$ cat config.mk
export PLATFORM = sky130hd
export DESIGN_NAME = dtm_dmi_master
export DESIGN_NICKNAME = d
export VERILOG_FILES = /design/src/rtl/dtm_dmi_master_pkg.sv /design/src/rtl/dmi_timeout_cnt.sv /design/src/rtl/dtm_dmi_master.sv
export SDC_FILE = /design/constraint.sdc
export NUM_CORES = 1
export LEC_CHECK = 0
export CAP_MARGIN = 25
export CORE_MARGIN = 5
export CORE_UTILIZATION = 39
export DETAILED_ROUTE_END_ITERATION = 10
export PLACE_DENSITY = 0.8
export SYNTH_ARGS = -nofsm -noshare
export SYNTH_HDL_FRONTEND = slang
export SYNTH_SLANG_ARGS = --single-unit
$ cat constraint.sdc
create_clock -name sys_clk -period 3.32 [get_ports sys_clk]
set_clock_uncertainty 0.1 [all_clocks]
set_input_delay 0.996 -clock sys_clk [delete_from_list [all_inputs] [get_ports sys_clk]]
set_output_delay 0.996 -clock sys_clk [all_outputs]
set_load 0.05 [all_outputs]
$ cat src/rtl/dtm_dmi_master_pkg.sv
// Shared DMI/DBUS encodings, field widths and DM register addresses for the debug transport.
package dtm_dmi_master_pkg;

  localparam int unsigned DBUS_OP_WIDTH   = 2;
  localparam int unsigned DBUS_ADDR_WIDTH = 7;
  localparam int unsigned DBUS_DATA_WIDTH = 32;

  localparam logic [1:0] DMI_OP_NOP = 2'd0;
  localparam logic [1:0] DMI_OP_RD  = 2'd1;
  localparam logic [1:0] DMI_OP_WR  = 2'd2;

  localparam logic [1:0] DMI_STATUS_SUCCESS = 2'd0;
  localparam logic [1:0] DMI_STATUS_FAILED  = 2'd2;
  localparam logic [1:0] DMI_STATUS_BUSY    = 2'd3;

  localparam logic [6:0] DM_DATA0      = 7'h04;
  localparam logic [6:0] DM_DMCONTROL  = 7'h10;
  localparam logic [6:0] DM_DMSTATUS   = 7'h11;
  localparam logic [6:0] DM_ABSTRACTCS = 7'h16;
  localparam logic [6:0] DM_COMMAND    = 7'h17;

  typedef enum logic [1:0] {
    DMI_IDLE,
    DMI_REQ,
    DMI_WAIT,
    DMI_DONE
  } dmi_state_e;

endpackage

$ cat src/rtl/dmi_timeout_cnt.sv
// Saturating cycle counter bounding how long a DMI transaction may stall on the DM.
module dmi_timeout_cnt #(
  parameter int unsigned MAX = 1023
) (
  input  logic sys_clk,
  input  logic sys_rst,
  input  logic clr,
  input  logic en,
  output logic expired
);

  localparam int unsigned W = $clog2(MAX + 1);

  logic [W-1:0] count;

  always_ff @(posedge sys_clk or posedge sys_rst) begin
    if (sys_rst) begin
      count <= '0;
    end else if (clr) begin
      count <= '0;
    end else if (en && count != W'(MAX)) begin
      count <= count + W'(1);
    end
  end

  // Flags the cycle whose increment reaches MAX, so a phase lasts at most MAX cycles.
  assign expired = en && (count >= W'(MAX - 1));

endmodule

$ cat src/rtl/dtm_dmi_master.sv
// DTM-side DMI master: one access at a time from the TAP to the DM, with sticky busy/failed status.
module dtm_dmi_master
  import dtm_dmi_master_pkg::*;
#(
  parameter int unsigned           OP_WIDTH   = DBUS_OP_WIDTH,
  parameter int unsigned           ADDR_WIDTH = DBUS_ADDR_WIDTH,
  parameter int unsigned           DATA_WIDTH = DBUS_DATA_WIDTH,
  parameter logic [ADDR_WIDTH-1:0] CMD_ADDR   = DM_COMMAND,
  parameter int unsigned           TIMEOUT    = 1023
) (
  input  logic                                     sys_clk,
  input  logic                                     sys_rst,
  input  logic                                     dmi_access_valid,
  input  logic [OP_WIDTH-1:0]                      dmi_access_op,
  input  logic [ADDR_WIDTH-1:0]                    dmi_access_addr,
  input  logic [DATA_WIDTH-1:0]                    dmi_access_data,
  input  logic                                     dmi_reset,
  input  logic                                     dmi_hard_reset,
  output logic                                     dmi_busy,
  output logic                                     dmi_done,
  output logic [DATA_WIDTH-1:0]                    dmi_rdata,
  output logic [1:0]                               dmi_status,
  output logic                                     dtm_req_valid,
  input  logic                                     dtm_req_ready,
  output logic [OP_WIDTH+ADDR_WIDTH+DATA_WIDTH-1:0] dtm_req_bits,
  input  logic                                     dm_resp_valid,
  output logic                                     dm_resp_ready,
  input  logic [OP_WIDTH+DATA_WIDTH-1:0]           dm_resp_bits
);

  localparam int unsigned REQ_W = OP_WIDTH + ADDR_WIDTH + DATA_WIDTH;

  dmi_state_e            state;
  logic [REQ_W-1:0]      req_q;
  logic [OP_WIDTH-1:0]   req_op;
  logic [ADDR_WIDTH-1:0] req_addr;
  logic [OP_WIDTH-1:0]   resp_op;
  logic                  acc_is_bus;
  logic                  req_waits;
  logic                  in_flight;
  logic                  cnt_clr;
  logic                  tmo_hit;

  assign req_op     = req_q[OP_WIDTH-1:0];
  assign req_addr   = req_q[OP_WIDTH +: ADDR_WIDTH];
  assign resp_op    = dm_resp_bits[DATA_WIDTH +: OP_WIDTH];
  assign acc_is_bus = (dmi_access_op == OP_WIDTH'(DMI_OP_RD)) ||
                      (dmi_access_op == OP_WIDTH'(DMI_OP_WR));
  assign req_waits  = (req_op == OP_WIDTH'(DMI_OP_RD)) ||
                      ((req_op == OP_WIDTH'(DMI_OP_WR)) && (req_addr == CMD_ADDR));
  assign in_flight  = (state == DMI_REQ) || (state == DMI_WAIT);
  // Restart the budget for the response phase once the request handshakes.
  assign cnt_clr    = dmi_hard_reset || !in_flight || ((state == DMI_REQ) && dtm_req_ready);
  assign dtm_req_bits = req_q;

  dmi_timeout_cnt #(
    .MAX (TIMEOUT)
  ) u_timeout (
    .sys_clk (sys_clk),
    .sys_rst (sys_rst),
    .clr     (cnt_clr),
    .en      (in_flight),
    .expired (tmo_hit)
  );

  always_ff @(posedge sys_clk or posedge sys_rst) begin
    if (sys_rst) begin
      state         <= DMI_IDLE;
      req_q         <= '0;
      dmi_busy      <= 1'b0;
      dmi_done      <= 1'b0;
      dmi_rdata     <= '0;
      dmi_status    <= DMI_STATUS_SUCCESS;
      dtm_req_valid <= 1'b0;
      dm_resp_ready <= 1'b0;
    end else if (dmi_hard_reset) begin
      state         <= DMI_IDLE;
      dmi_busy      <= 1'b0;
      dmi_done      <= 1'b0;
      dmi_status    <= DMI_STATUS_SUCCESS;
      dtm_req_valid <= 1'b0;
      dm_resp_ready <= 1'b1;
    end else begin
      dmi_done <= 1'b0;
      case (state)
        DMI_IDLE: begin
          if (dmi_access_valid && (dmi_status == DMI_STATUS_SUCCESS || dmi_reset)) begin
            req_q         <= {dmi_access_data, dmi_access_addr, dmi_access_op};
            dm_resp_ready <= 1'b0;
            if (acc_is_bus) begin
              state         <= DMI_REQ;
              dmi_busy      <= 1'b1;
              dtm_req_valid <= 1'b1;
            end else begin
              state    <= DMI_DONE;
              dmi_done <= 1'b1;
            end
          end else begin
            dm_resp_ready <= 1'b1;
          end
        end
        DMI_REQ: begin
          if (dtm_req_ready) begin
            dtm_req_valid <= 1'b0;
            if (req_waits) begin
              state         <= DMI_WAIT;
              dm_resp_ready <= 1'b1;
            end else begin
              state    <= DMI_DONE;
              dmi_busy <= 1'b0;
              dmi_done <= 1'b1;
            end
          end else if (tmo_hit) begin
            dtm_req_valid <= 1'b0;
            dmi_status    <= DMI_STATUS_FAILED;
            state         <= DMI_DONE;
            dmi_busy      <= 1'b0;
            dmi_done      <= 1'b1;
          end
        end
        DMI_WAIT: begin
          if (dm_resp_valid) begin
            dm_resp_ready <= 1'b0;
            state         <= DMI_DONE;
            dmi_busy      <= 1'b0;
            dmi_done      <= 1'b1;
            if (req_op == OP_WIDTH'(DMI_OP_RD)) dmi_rdata <= dm_resp_bits[DATA_WIDTH-1:0];
            if (resp_op == OP_WIDTH'(DMI_STATUS_FAILED)) dmi_status <= DMI_STATUS_FAILED;
          end else if (tmo_hit) begin
            dm_resp_ready <= 1'b0;
            dmi_status    <= DMI_STATUS_FAILED;
            state         <= DMI_DONE;
            dmi_busy      <= 1'b0;
            dmi_done      <= 1'b1;
          end
        end
        DMI_DONE: begin
          state         <= DMI_IDLE;
          dm_resp_ready <= 1'b1;
        end
        default: state <= DMI_IDLE;
      endcase
      // Later assignments take priority: busy overrides failed, dmireset overrides both.
      if (dmi_access_valid && state != DMI_IDLE) dmi_status <= DMI_STATUS_BUSY;
      if (dmi_reset) dmi_status <= DMI_STATUS_SUCCESS;
    end
  end

endmodule
# ---- After elaboration in Yosys (flattened, before gate mapping)
# Index checks and enable logic that the tools add are counted.
dict set report totals {
  regBits 91
  inputBits 82
  output_inout_bits 79
  elab_cells 101
}
dict set report op_classes {
  add_sub_neg 1
  magnitude_cmp 1
  n_eq_ne 19
  muxes 44
  n_bitwise 1
  n_reduce_logical 26
}
# cell n
set ops {}
lappend ops {{two-way mux 2 bit} 13}
lappend ops {{two-way mux 1 bit} 23}
lappend ops {{two-way mux 10 bit} 2}
lappend ops {{inequality test 3 bit (second input constant)} 4}
lappend ops {{inequality test 4 bit (second input constant)} 3}
lappend ops {{AND reduction 4 bit} 3}
lappend ops {{adder 10 x 1 -> 10 bit (second input constant)} 1}
lappend ops {{equality test 2 bit (second input constant)} 5}
lappend ops {{greater-or-equal comparator 10 bit (second input constant)} 1}
lappend ops {{inequality test 10 bit (second input constant)} 1}
lappend ops {{AND reduction 3 bit} 3}
lappend ops {{one-hot mux 2 bit (4 select lines)} 1}
lappend ops {{equality test 7 x 5 -> 1 bit (second input constant)} 1}
lappend ops {{equality test 2 x 1 -> 1 bit (second input constant)} 3}
lappend ops {{logical AND 1 bit} 6}
lappend ops {{logical OR 1 bit} 6}
lappend ops {{inequality test 6 x 4 -> 1 bit (second input constant)} 1}
lappend ops {{one-hot mux 1 bit (3 select lines)} 2}
lappend ops {{inequality test 5 x 4 -> 1 bit (second input constant)} 1}
lappend ops {{nonzero test 5 bit} 1}
lappend ops {{zero test 2 bit} 2}
lappend ops {{one-hot mux 1 bit (4 select lines)} 1}
lappend ops {{one-hot mux 2 bit (2 select lines)} 1}
lappend ops {{nonzero test 2 bit} 2}
lappend ops {{5 further kinds} 5}

# ---- Logic depth before layout (Yosys ltp)
dict set report depth {
  ltp_word 9
  depth_mapped 7
  depth_no_buf 7
}

# ---- Hierarchy
# From an unflattened synthesis, not the netlist that was laid out.
dict set report hier_totals {
  hier_cells 291
  hier_area_um2 4164.0
}
# module instances cells_each area_per_inst_um2 seq_area_each_um2
set by_module_without_submodules {}
lappend by_module_without_submodules {dtm_dmi_master 1 231 3587.2 2026.9}
lappend by_module_without_submodules {dmi_timeout_cnt 1 60 576.8 250.2}

# ---- Worst setup path after synthesis
# OpenSTA, ideal clock, no wires.
dict set report synth_timing {
  kind {input -> register}
  from {in dmi_reset}
  to {reg req_q[0] (netlist: dtm_req_bits[0])}
  setup_ns 0.125
  t_arrival_ns 1.939
  t_required_ns 3.095
  setup_slack_ns 1.156
  stages 4
  path_buffers 1
  cell_sequence {o21bai_1 nand4_1 buf_2 mux2_2}
}
dict set report synth_between {
  elab_chain_len 3
}
# element line
set synth_lines {}
lappend synth_lines {{start, declared} dtm_dmi_master.sv:17} ;# input logic dmi_reset,
lappend synth_lines {{logical OR 1 bit} dtm_dmi_master.sv:87} ;# if (dmi_access_valid && (dmi_status == DMI_STATUS_SUCCESS || dmi_reset)) begin
lappend synth_lines {{logical AND 1 bit} dtm_dmi_master.sv:87}
lappend synth_lines {{AND reduction 3 bit (no source line)} n/a}
lappend synth_lines {{end signal, assigned} dtm_dmi_master.sv:88} ;# req_q <= {dmi_access_data, dmi_access_addr, dmi_access_op};
lappend synth_lines {{end, declared} dtm_dmi_master.sv:34} ;# logic [REQ_W-1:0] req_q;
# Every way passes these cells.
# A chain may end at the register's enable or synchronous reset.

# ---- Worst setup path after layout
dict set report layout_timing {
  from {reg req_q[5] (netlist: dtm_req_bits[5])}
  to {out dtm_req_bits[5]}
}
# element line
set layout_rtl {}
lappend layout_rtl {{end, declared} dtm_dmi_master.sv:25} ;# output logic [OP_WIDTH+ADDR_WIDTH+DATA_WIDTH-1:0] dtm_req_bits,
# No word-level cell between the ends.

==> insert_results.sql <==
INSERT INTO impl_metrics (metric_group, metric, value, unit) VALUES
('synth', 'asyncSetResetFlopFracSynth', '1.00', ''),
('timing', 'relSlewSlack', '0.632', ''),
('routing', 'dr_wl_met2', '4.77', 'mm'),
('setup_path', 'cp_slowest_stage_delay', '840', 'ps'),
('global_routing', 'grt_start_max_net_pins', '56', ''),
('finish', 'fill_cells', '794', ''),
('outcome', 'result_of_the_run', 'finished, final reports clean', ''),
('routing', 'drt_iter0_markers', '84', ''),
('global_routing', 'vias_in_the_first_global_route', '2937', ''),
('synth', 'yosys.area.top_type', 'dfrtp_1', ''),
('min_path', 'hold_start', 'dmi_rdata[25]', ''),
('clock_tree', 'clkSinkCount', '91', ''),
('routing', 'post-route-drc-count', '0', ''),
('synth', 'synth_top_flop_cell', 'dfrtp_1', ''),
('setup_path', 'cp_slowest_cell', 'clkdlybuf4s50_1', ''),
('routing', 'wirelength_met1', '3.78', 'mm'),
('setup_path', 'worst_ep_arrival_time', '1610', 'ps'),
('synth', 'yosys-top-cells-area', 'dfrtp_1 (59%), mux2_1 (19%), mux2_2 (2.9%)', ''),
('synth', 'synth.ff_latch_count', '91', ''),
('timing', 'worst-slew-pin-transition', '551', 'ps'),
('floorplanning', 'starting_density_of_the_core', '0.399', ''),
('global_routing', 'globalRoute.totalOverflow', '0', ''),
('finish', 'ratio_of_cells_with_drive_above_1_in_the_final_layout', '0.0973', ''),
('routing', 'route.detailed.wl_per_inst', '16.3', 'um'),
('place', 'pre_cts_slack', '530', 'ps'),
('floorplanning', 'design.core.area', '9730', 'um2'),
('clock_tree', 'cts_max_path_buffers', '2', ''),
('synth', 'avgSynthCellArea', '13.8', 'um2'),
('power', 'peak_ir_drop_on_the_vdd_network', '0.428', 'mV'),
('clock_tree', 'clkSlewWorstSetupHoldPaths', '80', 'ps'),
('power', 'power.density', '957', 'nW/um2'),
('synth', 'synth_enable_flop_cells', '0', ''),
('synth', 'netlist.area_leader.share', '0.587', ''),
('setup_path', 'cp.buffers_inverters', '1', ''),
('timing', 'finalHoldViolations', '0', ''),
('finish', 'nets', '535', ''),
('setup_path', 'path_max_fanout', '3', ''),
('clock_tree', 'later_pin_clock_latency_in_the_skew_report', '350', 'ps'),
('clock_tree', 'clk_root_buffer_cell', 'clkbuf_8', ''),
('setup_path', 'crit-reg2reg-launch', 'state[0]', ''),
('finish', 'area_growth_syn_to_layout', '52.0', '%'),
('timing', 'maximum_clock_frequency', '369', 'MHz'),
('setup_path', 'crit_type', 'flop to output port', ''),
('timing', 'rsz_0062_raised_after_global_routing', 'no', ''),
('routing', 'routed-wl-met3', '867', 'um'),
('synth', 'synth-warning-count', '0', ''),
('place', 'detailedPlacementHpwl', '7.39', 'mm'),
('clock_tree', 'htreeDepth', '3', ''),
('synth', 'post_synth_instance_area', '3880', 'um2'),
('floorplanning', 'die-area', '12100', 'um2'),
('clock_tree', 'post_cts_sizing', '0', ''),
('routing', 'routed_wl', '9.56', 'mm'),
('setup_path', 'critical_path_required', '2220', 'ps'),
('timing', 'timing.final.ws_setup', '613', 'ps'),
('setup_path', 'critical_path.top_delay_family', 'buffers and inverters', ''),
('place', 'buffer_ports.inserted', '160', ''),
('routing', 'postRouteAntennaNets', '0', ''),
('power', 'leakage', '2.54', 'nW'),
('routing', 'dr.pass1.iters', '6', ''),
('floorplanning', 'num_io_pins', '161', ''),
('timing', 'finalSetupViolCount', '0', ''),
('global_routing', 'number_of_antenna_violations_at_the_first_check_in_global_routing', '0', ''),
('floorplanning', 'floorplan.rows', '36', ''),
('routing', 'vias_per_cell', '4.90', ''),
('setup_path', 'critical_path.startpoint_type', 'flop', ''),
('global_routing', 'grt_first_pass_wirelength', '14.9', 'mm'),
('global_routing', 'groute.usage.overall', '0.162', ''),
('flow_run', 'cap_viol_max_count', '0', ''),
('clock_tree', 'tritoncts.num_buffers', '9', ''),
('routing', 'highest-signal-layer', 'met4', ''),
('setup_path', 'cp-startpoint', 'dtm_req_bits[5]', '');
routing by layer:
layer	track usage	vias to the layer above
met5	0	-
met4	0.0543	0
met3	0.0523	11
met2	0.272	111
met1	0.197	1396
li1	-	1348
path summary, 6_finish.rpt:
check,end,slack (ps),cells after the start
max,dtm_req_bits[5],610,1
min,dmi_rdata[25],390,1
max reg2reg,dm_resp_ready,1190,6
min reg2reg,dmi_rdata[25],390,1
max in group asynchronous,dmi_rdata[25],1750,3
min in group asynchronous,dmi_done,980,3
sequential cells by signal, indices dropped and copies added (netlist names), 2 cells and up:
register,cells
u_timeout.count,10
dtm_req_bits,41
dmi_status,2
dmi_rdata,32
state,2
cell usage in the layout (no fill, tap or decap), types with 3 or more instances in the layout:
cell / n
nand4_1: 3
nor2_1: 15
clkbuf_8: 13
nand2_1: 8
xnor2_1: 3
inv_2: 3
a31oi_1: 3
mux2_1: 64
dfrtp_1: 91
buf_12: 3
nor3_1: 3
clkdlybuf4s50_1: 160
a21oi_1: 3
nor2b_1: 4
a211oi_1: 4
o21ai_1: 3
mux2_2: 10
inv_1: 5
ha_1: 6
o21ai_0: 3
nand3_2: 3
Yosys cell counts (all sizes together), types with 2 or more instances:
master	number
dfrtp	91
nand2	8
nor2b	4
nor3	4
a21oi	3
o21ai	6
nor2	15
a311oi	2
ha	6
o31ai	2
nand3	5
o211ai	2
o21bai	2
and3	4
mux2	74
o31a	2
inv	9
o41ai	2
buf	8
xnor2	3
a31oi	3
xor2	2
a211oi	4
nand4	4
nand4b	2
stage by stage:
| step | utilization | hold slack (ps) | total power, mW | area (um2) | instances |
|---|---|---|---|---|---|
| 6_report | 0.606 | 390 | 5.65 | 5900 | 585 |
| 5_1_grt | 0.606 | 415 | 5.94 | 5900 | 585 |
| 4_1_cts | 0.606 | 393 | 5.72 | 5900 | 585 |
| 3_5_place_dp | 0.584 | 374 | 4.90 | 5680 | 569 |
| 3_3_place_gp | 0.584 | 366 | 4.84 | 5680 | 569 |
| 2_1_floorplan | - | 412 | 3.76 | 3890 | 281 |
power by group:
group          switching [mW]  total (mW)  leakage, nW  internal, mW
registers               0.234        1.75         1.16          1.52
logic                    1.99        3.09         1.26          1.10
clock network           0.376       0.807        0.116         0.431
total                    2.60        5.65         2.54          3.05
area by class of cell:
cell class	instances	area, um2	share of cell area
Sequential cell	91	2280	0.386
Timing Repair Buffer	164	1670	0.283
Multi-Input combinational cell	172	1530	0.259
Clock buffer	13	179	0.0303
Tap cell	133	166	0.0282
Clock inverter	3	43.8	0.00742
Inverter	9	37.5	0.00636
cell families (layout without fill, tap and decap cells):
| family | after synthesis | after routing | share of synthesized area |
|---|---|---|---|
| compound gates | 33 | 33 | 0.0625 |
| buf+inv | 18 | 189 | 0.0216 |
| mux | 75 | 75 | 0.217 |
| fa+ha+maj | 6 | 6 | 0.0193 |
| xor+xnor | 5 | 5 | 0.0113 |
| flops | 91 | 91 | 0.587 |
| simple gates | 53 | 53 | 0.0815 |
No activity file was read; power rests on OpenSTA's default activity.
